File: config.mk
export PLATFORM = sky130hd
export DESIGN_NAME = bytecode_prefetch_queue
export DESIGN_NICKNAME = d
export VERILOG_FILES = /design/src/rtl/bytecode_prefetch_queue.sv
export SDC_FILE = /design/constraint.sdc
export NUM_CORES = 1
export LEC_CHECK = 0
export BUFFER_PORTS_ARGS = -buffer_cell sky130_fd_sc_hd__buf_2
export CORE_ASPECT_RATIO = 1.4
export CORE_MARGIN = 2
export CORE_UTILIZATION = 37
export DETAILED_ROUTE_END_ITERATION = 10
export GPL_ROUTABILITY_DRIVEN = 0
export GPL_TIMING_DRIVEN = 0
export HOLD_SLACK_MARGIN = 0.15
export PLACE_DENSITY = 0.65
export SYNTH_ARGS = -nofsm -noshare
export SYNTH_HDL_FRONTEND = slang
export SYNTH_HIERARCHICAL = 1
export SYNTH_SLANG_ARGS = --single-unit
File: constraint.sdc
create_clock -name clk_i -period 13.68 [get_ports clk_i]
set_clock_uncertainty 0.2 [all_clocks]
set_input_delay 0.684 -clock clk_i [delete_from_list [all_inputs] [get_ports clk_i]]
set_output_delay 0.684 -clock clk_i [all_outputs]
set_load 0.1 [all_outputs]
File: src/rtl/bytecode_prefetch_queue.sv
// JVM bytecode prefetch queue: byte-wide fetch FSM feeding a circular buffer that
// presents a WINDOW-byte decode window. Optional fetch halt at RAM_SIZE: BYTECODE_FETCH_BOUNDS_EN.

module bpq_window_lane #(
  parameter int QUEUE_DEPTH = 8,
  parameter int PW          = 3
) (
  input  logic [QUEUE_DEPTH-1:0][7:0] qmem_i,
  input  logic [PW-1:0]               idx_i,
  input  logic                        push_i,
  input  logic [PW-1:0]               wr_ptr_i,
  input  logic [7:0]                  data_i,
  output logic [7:0]                  byte_o
);
  // Bypass the byte being written this cycle so the window is current one cycle after the response.
  assign byte_o = (push_i && idx_i == wr_ptr_i) ? data_i : qmem_i[idx_i];
endmodule

module bytecode_prefetch_queue #(
  parameter  int RAM_SIZE      = 256,
  parameter  int ADDRESS_WIDTH = 8,
  parameter  int QUEUE_DEPTH   = 8,
  parameter  int WINDOW        = 4,
  localparam int CW            = $clog2(WINDOW + 1)
) (
  input  logic                     clk_i,
  input  logic                     reset_i,
  input  logic [ADDRESS_WIDTH-1:0] pc_reset_value_i,
  input  logic                     redirect_i,
  input  logic [ADDRESS_WIDTH-1:0] redirect_pc_i,
  input  logic                     consume_i,
  input  logic [CW-1:0]            consume_count_i,
  output logic [8*WINDOW-1:0]      window_o,
  output logic [CW-1:0]            avail_o,
  output logic [ADDRESS_WIDTH-1:0] pc_o,
  output logic                     consume_err_o,
  output logic                     out_of_range_o,
  output logic [ADDRESS_WIDTH-1:0] mem_address_o,
  output logic                     mem_start_o,
  input  logic [7:0]               mem_data_i,
  input  logic                     mem_ready_i
);
  localparam int PW   = $clog2(QUEUE_DEPTH);
  localparam int CNTW = $clog2(QUEUE_DEPTH + 1);

  if (QUEUE_DEPTH < WINDOW || QUEUE_DEPTH < 2 || RAM_SIZE < 1) begin : g_bad_cfg
    $error("bytecode_prefetch_queue: illegal parameter combination");
  end

  typedef enum logic [1:0] {IDLE, REQ, WAIT, DROP} state_e;

  state_e                          state_q, state_d;
  logic [QUEUE_DEPTH-1:0][7:0]     qmem_q;
  logic [PW-1:0]                   rd_q, rd_d, wr_q, wr_d;
  logic [CNTW-1:0]                 count_q, count_d, cur_avail;
  logic [ADDRESS_WIDTH-1:0]        pc_q, pc_d, fpc_q, fpc_d, maddr_q, maddr_d;
  logic [WINDOW-1:0][7:0]          win_q, win_d;
  logic [CW-1:0]                   avail_q, avail_d, pop;
  logic                            mstart_q, err_q, err_d, halt_q, halt_d;
  logic                            cons_ok, push, start, halted;

`ifdef BYTECODE_FETCH_BOUNDS_EN
  assign halted = halt_q;
  always_comb begin
    halt_d = halt_q;
    if (redirect_i)
      halt_d = int'(redirect_pc_i) >= RAM_SIZE;
    else if (state_q == REQ && fpc_q == ADDRESS_WIDTH'(RAM_SIZE - 1))
      halt_d = 1'b1;
  end
`else
  assign halted = 1'b0;
  assign halt_d = 1'b0;
`endif

  always_comb begin
    cur_avail = (count_q > CNTW'(WINDOW)) ? CNTW'(WINDOW) : count_q;
    cons_ok   = consume_i && consume_count_i != '0 && CNTW'(consume_count_i) <= cur_avail;
    pop       = cons_ok ? consume_count_i : '0;
    push      = state_q == WAIT && mem_ready_i && !redirect_i;
    // In IDLE nothing is outstanding, so count alone bounds the queue.
    start     = state_q == IDLE && !redirect_i && !halted && count_q < CNTW'(QUEUE_DEPTH);

    state_d = state_q;
    case (state_q)
      IDLE:    if (start) state_d = REQ;
      REQ:     state_d = redirect_i ? DROP : WAIT;
      // A response arriving with the redirect is already consumed, so no DROP is needed.
      WAIT:    if (mem_ready_i) state_d = IDLE;
               else if (redirect_i) state_d = DROP;
      DROP:    if (mem_ready_i) state_d = IDLE;
      default: state_d = IDLE;
    endcase

    fpc_d   = fpc_q;
    maddr_d = maddr_q;
    if (redirect_i)          fpc_d = redirect_pc_i;
    else if (state_q == REQ) fpc_d = fpc_q + 1'b1;
    if (start)               maddr_d = fpc_q;

    if (redirect_i) begin
      pc_d    = redirect_pc_i;
      count_d = '0;
      rd_d    = '0;
      wr_d    = '0;
      err_d   = 1'b0;
    end else begin
      pc_d    = pc_q + ADDRESS_WIDTH'(pop);
      count_d = count_q - CNTW'(pop) + CNTW'(push);
      rd_d    = rd_q + PW'(pop);
      wr_d    = wr_q + PW'(push);
      err_d   = consume_i && !cons_ok;
    end
    avail_d = CW'((count_d > CNTW'(WINDOW)) ? CNTW'(WINDOW) : count_d);
  end

  for (genvar i = 0; i < WINDOW; i++) begin : g_lane
    bpq_window_lane #(.QUEUE_DEPTH(QUEUE_DEPTH), .PW(PW)) u_lane (
      .qmem_i   (qmem_q),
      .idx_i    (rd_d + PW'(i)),
      .push_i   (push),
      .wr_ptr_i (wr_q),
      .data_i   (mem_data_i),
      .byte_o   (win_d[i])
    );
  end

  always_ff @(posedge clk_i) begin
    if (push) qmem_q[wr_q] <= mem_data_i;
  end

  always_ff @(posedge clk_i) begin
    if (reset_i) begin
      state_q  <= IDLE;
      rd_q     <= '0;
      wr_q     <= '0;
      count_q  <= '0;
      pc_q     <= pc_reset_value_i;
      fpc_q    <= pc_reset_value_i;
      maddr_q  <= '0;
      mstart_q <= 1'b0;
      win_q    <= '0;
      avail_q  <= '0;
      err_q    <= 1'b0;
      halt_q   <= 1'b0;
    end else begin
      state_q  <= state_d;
      rd_q     <= rd_d;
      wr_q     <= wr_d;
      count_q  <= count_d;
      pc_q     <= pc_d;
      fpc_q    <= fpc_d;
      maddr_q  <= maddr_d;
      mstart_q <= start;
      win_q    <= win_d;
      avail_q  <= avail_d;
      err_q    <= err_d;
      halt_q   <= halt_d;
    end
  end

  assign window_o       = win_q;
  assign avail_o        = avail_q;
  assign pc_o           = pc_q;
  assign consume_err_o  = err_q;
  assign out_of_range_o = halt_q;
  assign mem_address_o  = maddr_q;
  assign mem_start_o    = mstart_q;
endmodule
==> impl_metrics.toml, run 1 <==
[run_status]
run_status = "finished, final reports clean"

[cts]
clk_latency_ns = 0.43
hold_buffers = 0
cts_setup_buffers = 0
clock-root-buffer = "clkbuf_16"
cts_sinks = 137
clockBufferDepth = 2
cts_buffers = 17
htreeDepth = 4
clk_pin_slew_ns = 0.06
ctsResizeCount = 0
cts_tree = "yes"

[synth]
syn_nets = 606
synth.avg_cell_area_um2 = 14.0
ys_ff_latch = 137
yosysSeqAreaShare_pct = 44.8
yosys.cell_types.count = 52
synth_warnings = 6
synth_flop_cell = "edfxtp_1"
netlist_area_um2 = 7720
synthCells = 553
asyncSetResetFlopFracSynth_pct = 0
synth-edff-count = 72

[routing]
drc = 0
firstDrtPassIters = 5
wl_mm = 20.1
drt_iter0_markers = 480
routed_via_density = 5.50
wl_met1_mm = 7.02
wl_per_cell_um = 21.8
via_count = 5084
met2_length_mm = 11.0
antenna_left = 0
highest_layer = "met4"
met3WireLength_mm = 1.15

[global_routing]
grt_pass1_wl_mm = 30.5
grt_usage_pct = 18.7
antenna_found_initial = 1
grt_pass1_vias = 5438
grt-ovfl-total = 0
grt_max_degree = 17

[min_path]
worstHoldEndpoint = "pc_o[2]"
min_from = "pc_reset_value_i[2]"
min_path_type = "input port to flip-flop"
whs_path_depth = 3

[worst_setup_path]
r2r_end = "window_o[28]"
crit_fanout = 10
r2r_cells = 19
crit_chain = "nor2_1, nand2_1, ha_1, nand3b_1, a32oi_2, nor2b_1, and2_1, ha_1, inv_1, fa_1, or2_2, ha_1, inv_1, clkbuf_1, clkbuf_1, mux4_2, mux2_2, mux2_2, nor2b_1"
crit_required_ns = 13.74
worstSetupPathType = "flip-flop to flip-flop"
crit_path_start = "count_q[3]"
r2r-start = "count_q[3]"
crit_top_cell = "ha_1"
crit_path_start_kind = "flip-flop"
critical_path.max_stage_delay_ns = 0.67
path_delay_family = "buffers and inverters"
cpMaxStageDelayCell = "clkbuf_1"
cp.arrival_ns = 5.86
cp_num_buf_inv = 4
r2r_slack_ns = 7.88
end_kind = "flip-flop"

[sta]
drv_slew = 0
slew_headroom_pct = 18.3
fin_crit_sh_pct = 42.4
max_freq_mhz = 172
setup_violations = 0
min_period_ns = 5.80
finalHoldViolCount = 0
tightest_slew_ns = 1.21
finalSetupTns_ns = 0
rsz0062_at_grt = "false"

[pwr]
leakage_nw = 3.57
p_total_mw = 1.53
p_per_area_nw_per_um2 = 169
ir_worst_vdd_v = 0.0000875

[placement]
port_buffers = 82
place_hpwl_mm = 14.2

[die]
rows = 62
die_h_um = 175
start_util_pct = 37.7
core_um2 = 20500
die_area_um2 = 22100
pin_count = 86
dieWidth_um = 126

[final_layout]
area_delta_synth_final_pct = 17.1
fin_nets = 707
drive_gt1_share_pct = 35.2
fin_util_pct = 44.2

[flow_run]
drv_cap = 0
## kinds of logic (layout without fill, tap and decap cells)
family	count (synthesis)	in the layout	share of synthesized area, %
AOI/OAI and AO/OA	45	45	3.74
adders and majority gates	21	21	3.69
muxes	137	137	31.1
DFF	137	137	44.8
other	1	2	0.0486
xor gates and xnor gates	29	29	3.48
and+or+nand+nor	131	131	8.75
buffers and inverters	52	166	4.33
## metrics by stage
step / worst slack, ns / hold WS (ns) / area [µm²] / std cells
final: 7.88 / 0.275 / 9040 / 924
after detailed placement: 7.82 / 0.275 / 8460 / 891
after global routing: 7.78 / 0.279 / 9040 / 923
after CTS: 7.97 / 0.264 / 9040 / 923
after global placement: 7.88 / 0.268 / 8450 / 891
after floorplan: 8.89 / 0.305 / 7720 / 553
## where the power goes
part	total, mW	switching (mW)	leakage (nW)	internal [mW]
registers	0.490	0.0199	1.20	0.470
clock network	0.447	0.179	0.278	0.269
logic	0.589	0.384	2.09	0.205
## routing by layer
metal	vias up	track usage (%)
met5	-	0
met4	0	11.0
met3	53	3.92
met2	213	34.5
met1	2508	19.2
li1	2310	-
## Yosys cell counts (all sizes together), types with 3 or more instances
master  number  area share, %
dfxtp       65             17
nand4        5           0.41
inv         18           0.87
mux4        64             20
a21oi       16            1.1
clkbuf      14           0.68
buf         19            2.7
fa           3           0.78
nor2        28            1.4
nand2       26            1.3
nand3b       3           0.29
nor2b       37            3.0
and2         9           0.73
or2          4           0.32
mux2i        9            1.2
nand2b       3           0.24
nor3         6           0.39
mux2        64            9.5
ha          18            2.9
nand3        5           0.32
edfxtp      72             28
o21ai       13           0.84
xor2        10            1.1
xnor2       19            2.3
## cells in the final DEF (no fill, tap or decap), types with 3 or more instances in the layout
master and count:
o21ai_1 5, buf_2 86, nor2b_1 37, mux2_2 60
fa_1 3, xor2_1 10, nor2_1 28, o21ai_0 8
inv_1 17, nand3b_1 3, buf_6 8, clkinv_2 4
mux2i_1 9, clkbuf_16 17, clkinvlp_4 3, xnor2_1 17
dfxtp_1 65, a21oi_1 14, edfxtp_1 72, nand3_1 5
nor3_1 4, and2_1 9, mux2_4 4, nand4_1 5
clkinv_4 3, buf_12 4, mux4_1 36, mux4_2 28
ha_1 18, nand2b_1 3, nand2_1 26, clkbuf_1 15
## tightest hold or removal path: cells and delay by family
kind / cells / cell delay (ns)
buffers and inverters: 1 / 0.07
AOI/OAI and AO/OA: 1 / 0.06
and+or+nand+nor: 1 / 0.05
## registers in the layout, indices dropped and copies added, names as in the netlist
signal	count
pc_o	8
window_o	32
state_q	2
mem_start_o	1
rd_q	3
qmem_q	64
consume_err_o	1
fpc_q	8
count_q	4
avail_o	3
wr_q	3
mem_address_o	8
## worst max-delay path by stage
stage	cells after the start	slack (ns)	to
floorplan	17	8.89	window_o[24]
global placement	18	7.88	window_o[28]
detailed placement	17	7.82	window_o[9]
CTS	19	7.97	window_o[28]
global route	19	7.78	window_o[28]
finish	19	7.88	window_o[28]
## cell type report
class                      count  area [µm²]
sequential                   137        3460
clock inverter                14         149
tap                          256         320
buffer                        33         262
antenna                        1        2.50
fill                        1839       11400
timing repair buffer          82         410
inverter                      19        72.6
clock buffer                  18         429
multi-input combinational    364        3940
No activity file was read; power rests on OpenSTA's default activity.
==> run 2, diff against run 1 <==
Clock period 13.68 ns to 5.5 ns, I/O delays scaled along.
==> impl_metrics.toml, run 2 (synthesized netlist as in run 1, its figures left out) <==
[sta]
timing.hold.ws_ns = 0.162
slew_headroom_pct = 18.3
min_period_ns = 5.29
setup_ws_ns = 0.215
max_freq_mhz = 189
tightest_slew_ns = 1.21
rsz0062_at_grt = "false"
finalHoldViolCount = 0
setup_violations = 0
fin_crit_sh_pct = 96.1
drv_slew = 0

[worst_setup_path]
r2r_end = "window_o[28]"
worstSetupPathType = "flip-flop to flip-flop"
r2r_cells = 18
end_kind = "flip-flop"
crit_path_start_kind = "flip-flop"
r2r-start = "count_q[3]"
cp.arrival_ns = 5.35
crit_fanout = 10
crit_required_ns = 5.56
r2r_slack_ns = 0.21

[global_routing]
grt_pass1_wl_mm = 31.2
grt_pass1_vias = 5655
grt_max_degree = 17
grt_usage_pct = 19.0
grt-ovfl-total = 0
antenna_found_initial = 1

[run_status]
run_status = "finished, final reports clean"

[min_path]
min_path_type = "input port to flip-flop"
min_from = "reset_i"
worstHoldEndpoint = "mem_start_o"
whs_path_depth = 3

[final_layout]
final_common_cell = "buf_2"
largest_reg_flops = 64
regMostFlops = "qmem_q"
area_delta_synth_final_pct = 21.6
fin_nets = 741
drive_gt1_share_pct = 34.4
fin_area_um2 = 9390
final_cell_mix = "buf_2, edfxtp_1, dfxtp_1"

[cts]
clock-root-buffer = "clkbuf_16"
clk_latency_ns = 0.43
cts_tree = "yes"
clk_pin_slew_ns = 0.06
clockBufferDepth = 2
htreeDepth = 4
cts_sinks = 137
cts_buffers = 17

[die]
rows = 62
pin_count = 86
start_util_pct = 37.7
dieWidth_um = 126
die_h_um = 175
die_area_um2 = 22100
core_um2 = 20500

[routing]
wl_mm = 20.4
drc = 0
wl_per_cell_um = 21.3
firstDrtPassIters = 4
antenna_left = 0
drt_iter0_markers = 529
via_count = 5221
routed_via_density = 5.45

[placement]
port_buffers = 82
post_dp_cell_area_um2 = 8460
place_hpwl_mm = 14.2
pre_cts_ws_ns = -0.163

[pwr]
ir_worst_vdd_v = 0.000217
leakage_nw = 3.73
p_per_area_nw_per_um2 = 407

[flow_run]
drv_cap = 0
[run 2: cell types whose count changed in the layout (fill, tap and decap cells not counted)]
cell and change:
dlygate4sd3_1 +33, clkbuf_1 -5, clkbuf_2 +4, buf_4 +2
[run 2: how the worst max path moves through the flow]
stage	start	end	slack [ns]	cells after the start
2_1_floorplan	count_q[3]	window_o[24]	0.88	19
3_3_place_gp	count_q[3]	window_o[28]	-0.1	19
3_5_place_dp	count_q[3]	window_o[9]	-0.16	18
4_1_cts	count_q[3]	window_o[28]	0.03	19
5_1_grt	count_q[3]	window_o[28]	0.05	18
6_report	count_q[3]	window_o[28]	0.21	18
[run 2: cell type report]
cell class	instances	area, µm²
Clock buffer	18	429
Sequential cell	137	3460
Clock inverter	14	149
Antenna cell	1	2.50
Timing Repair Buffer	117	756
Inverter	19	72.6
Fill cell	1814	11100
Buffer	32	263
Multi-Input combinational cell	364	3940
Tap cell	256	320
[run 2: worst max-delay path, stage by stage, from the launching register on]
cell,delay [ns]
dfxtp_1,0.35
nor2_1,0.23
nand2_1,0.10
ha_1,0.31
nand3b_1,0.10
a32oi_2,0.29
nor2b_1,0.12
and2_1,0.23
ha_1,0.19
inv_1,0.07
fa_1,0.45
or2_2,0.34
ha_1,0.30
inv_1,0.33
clkbuf_2,0.42
mux4_2,0.37
mux2_2,0.28
mux2_2,0.26
nor2b_1,0.16
[run 2: layer usage]
metal  vias to the layer above  wire length, µm  GRT usage [%]
met5                         -                0              0
met2                       216            11300           35.3
met1                      2568             7200           19.5
met4                         0              945           11.4
met3                        56              993           3.67
li1                       2381                -              -
[run 2: what timing repair did]
item | CTS | global route
pin swaps | 0 | 1
hold buffers | 33 | 0
buffers inserted | 0 | 2
resized for setup | 2 | 4
endpoints found under the setup margin | 16 | 24
endpoints found under the hold margin | 88 | 0
[run 2: power by group]
part / internal [mW] / switching [mW]
logic: 0.529 / 0.961
clock network: 0.668 / 0.444
registers: 1.17 / 0.0501
[run 2: per-stage QoR]
step	std cells	total power, mW	util (%)	setup TNS, ns
final	958	3.82	45.9	0
after detailed placement	891	2.70	41.3	-1.79
after global routing	958	3.98	45.9	0
after floorplan	553	2.41	-	0
after global placement	891	2.67	41.3	-0.525
after CTS	956	3.84	45.8	0
==> run 3, diff against run 2 <==
Settings changed: CORE_ASPECT_RATIO 1.4 to default.
==> impl_metrics.toml, run 3 (synthesized netlist as in run 1, its figures left out) <==
[global_routing]
grt_max_degree = 17
grt_pass1_wl_mm = 30.7
antenna_found_initial = 0
grt-ovfl-total = 0
grt_usage_pct = 18.7
grt_pass1_vias = 5590

[pwr]
p_clk_share_pct = 28.9
p_switching_mw = 1.47
combinationalPowerShare_pct = 39.1
p_sw_share_pct = 38.6
ir_worst_vdd_v = 0.000190
p_total_mw = 3.79
leakage_nw = 3.71
seqPwrFrac_pct = 32.1
intPower_mw = 2.33
p_per_area_nw_per_um2 = 404

[sta]
tightest_slew_ns = 1.26
rsz0062_at_grt = "false"
min_period_ns = 5.16
finalHoldViolCount = 0
drv_slew = 0
slew_headroom_pct = 15.0
setup_violations = 0
fin_crit_sh_pct = 93.8
max_freq_mhz = 194

[final_layout]
drive_gt1_share_pct = 34.1
fin_area_um2 = 9390
area_delta_synth_final_pct = 21.5
diodes = 0
final_cell_mix = "buf_2, edfxtp_1, dfxtp_1"
fin_nets = 740
regMostFlops = "qmem_q"
fin_util_pct = 46.1
largest_reg_flops = 64
final_common_cell = "buf_2"
register_area_um2 = 3460
multiInputGateArea_um2 = 3940
fillCellCount = 1796

[min_path]
min_path_type = "input port to flip-flop"

[worst_setup_path]
cp.arrival_ns = 5.25
crit_chain = "nor2_1, nand2_1, ha_1, nand3b_1, a32oi_2, nor2b_1, and2_1, ha_1, inv_1, fa_1, or2_2, inv_1, clkbuf_1, xnor2_1, nand4_1, mux2_2, nor2b_1"
cpMaxStageDelayCell = "nand4_1"
end_kind = "flip-flop"
cp_num_buf_inv = 3
crit_required_ns = 5.59
critical_path.max_stage_delay_ns = 0.67
crit_fanout = 8
crit_path_start_kind = "flip-flop"
path_delay_family = "simple AND/OR/NAND/NOR gates"
worstSetupPathType = "flip-flop to flip-flop"

[die]
die_h_um = 148
die_area_um2 = 22000
dieWidth_um = 148
pin_count = 86
rows = 52
start_util_pct = 37.9
core_um2 = 20400

[cts]
cts_buffers = 17
clk_pin_slew_ns = 0.06
htreeDepth = 4
clk_latency_ns = 0.43
clock-root-buffer = "clkbuf_16"
cts_sinks = 137
cts_tree = "yes"
clockBufferDepth = 2

[routing]
drc = 0
routed_via_density = 5.40
via_count = 5235
drt_iter0_markers = 370
antenna_left = 0
firstDrtPassIters = 5
wl_per_cell_um = 20.5
wl_mm = 19.9

[placement]
post_dp_cell_area_um2 = 8480
port_buffers = 82
place_hpwl_mm = 13.9

[run_status]
run_status = "finished, final reports clean"

[flow_run]
drv_cap = 0
[run 3: through the flow]
stage	instances	setup WS (ns)	TNS (ns)	hold slack, ns
after floorplan	553	0.882	0	0.174
after global placement	905	0.0440	0	0.267
after detailed placement	905	-0.0425	-0.265	0.285
after CTS	970	0.139	0	0.162
after global routing	970	0.164	0	0.178
final	970	0.340	0	0.162
[run 3: area by class of cell]
cell class | count | share of cell area, %
Buffer | 32 | 2.80
Clock buffer | 17 | 4.53
Clock inverter | 15 | 1.49
Inverter | 19 | 0.773
Multi-Input combinational cell | 364 | 41.9
Sequential cell | 137 | 36.9
Tap cell | 270 | 3.60
Timing Repair Buffer | 116 | 7.97
[run 3: what timing repair did]
action / 4_1_cts / 5_1_grt
hold buffers: 33 / 0
buffers inserted: 0 / 1
hold endpoints to repair: 84 / 0
pin swaps: 0 / 2
setup endpoints to repair: 16 / 21
resized for setup: 2 / 4
cloned: 0 / 0
[run 3: worst paths after layout]
kind	startpoint	endpoint	slack, ns	cells past startpoint
max reg2reg	count_q[3]	window_o[0]	0.34	17
min reg2reg	mem_address_o[7]	mem_address_o[7]	0.29	2
min	reset_i	mem_start_o	0.16	3
max	count_q[3]	window_o[0]	0.34	17
[run 3: power groups by stage]
stage               combinational (mW)  clock (mW)  sequential, mW
floorplan                        0.692           0            1.72
global placement                  1.43           0            1.23
detailed placement                1.45           0            1.24
CTS                               1.48        1.11            1.22
global route                      1.56        1.16            1.23
finish                            1.48        1.10            1.22
[run 3: routing by layer]
layer	track usage [%]	vias up	wire length (µm)
li1	-	2391	-
met1	20.9	2588	7410
met2	34.0	202	10500
met3	4.42	54	1310
met4	7.90	0	648
met5	0	-	0
[run 3: worst reg2reg max path, stage by stage, from the launching register on]
cell and delay (ns):
dfxtp_1 0.34, nor2_1 0.22, nand2_1 0.10, ha_1 0.31
nand3b_1 0.10, a32oi_2 0.27, nor2b_1 0.11, and2_1 0.22
ha_1 0.20, inv_1 0.07, fa_1 0.44, or2_2 0.34
inv_1 0.08, clkbuf_1 0.46, xnor2_1 0.20, nand4_1 0.67
mux2_2 0.56, nor2b_1 0.13
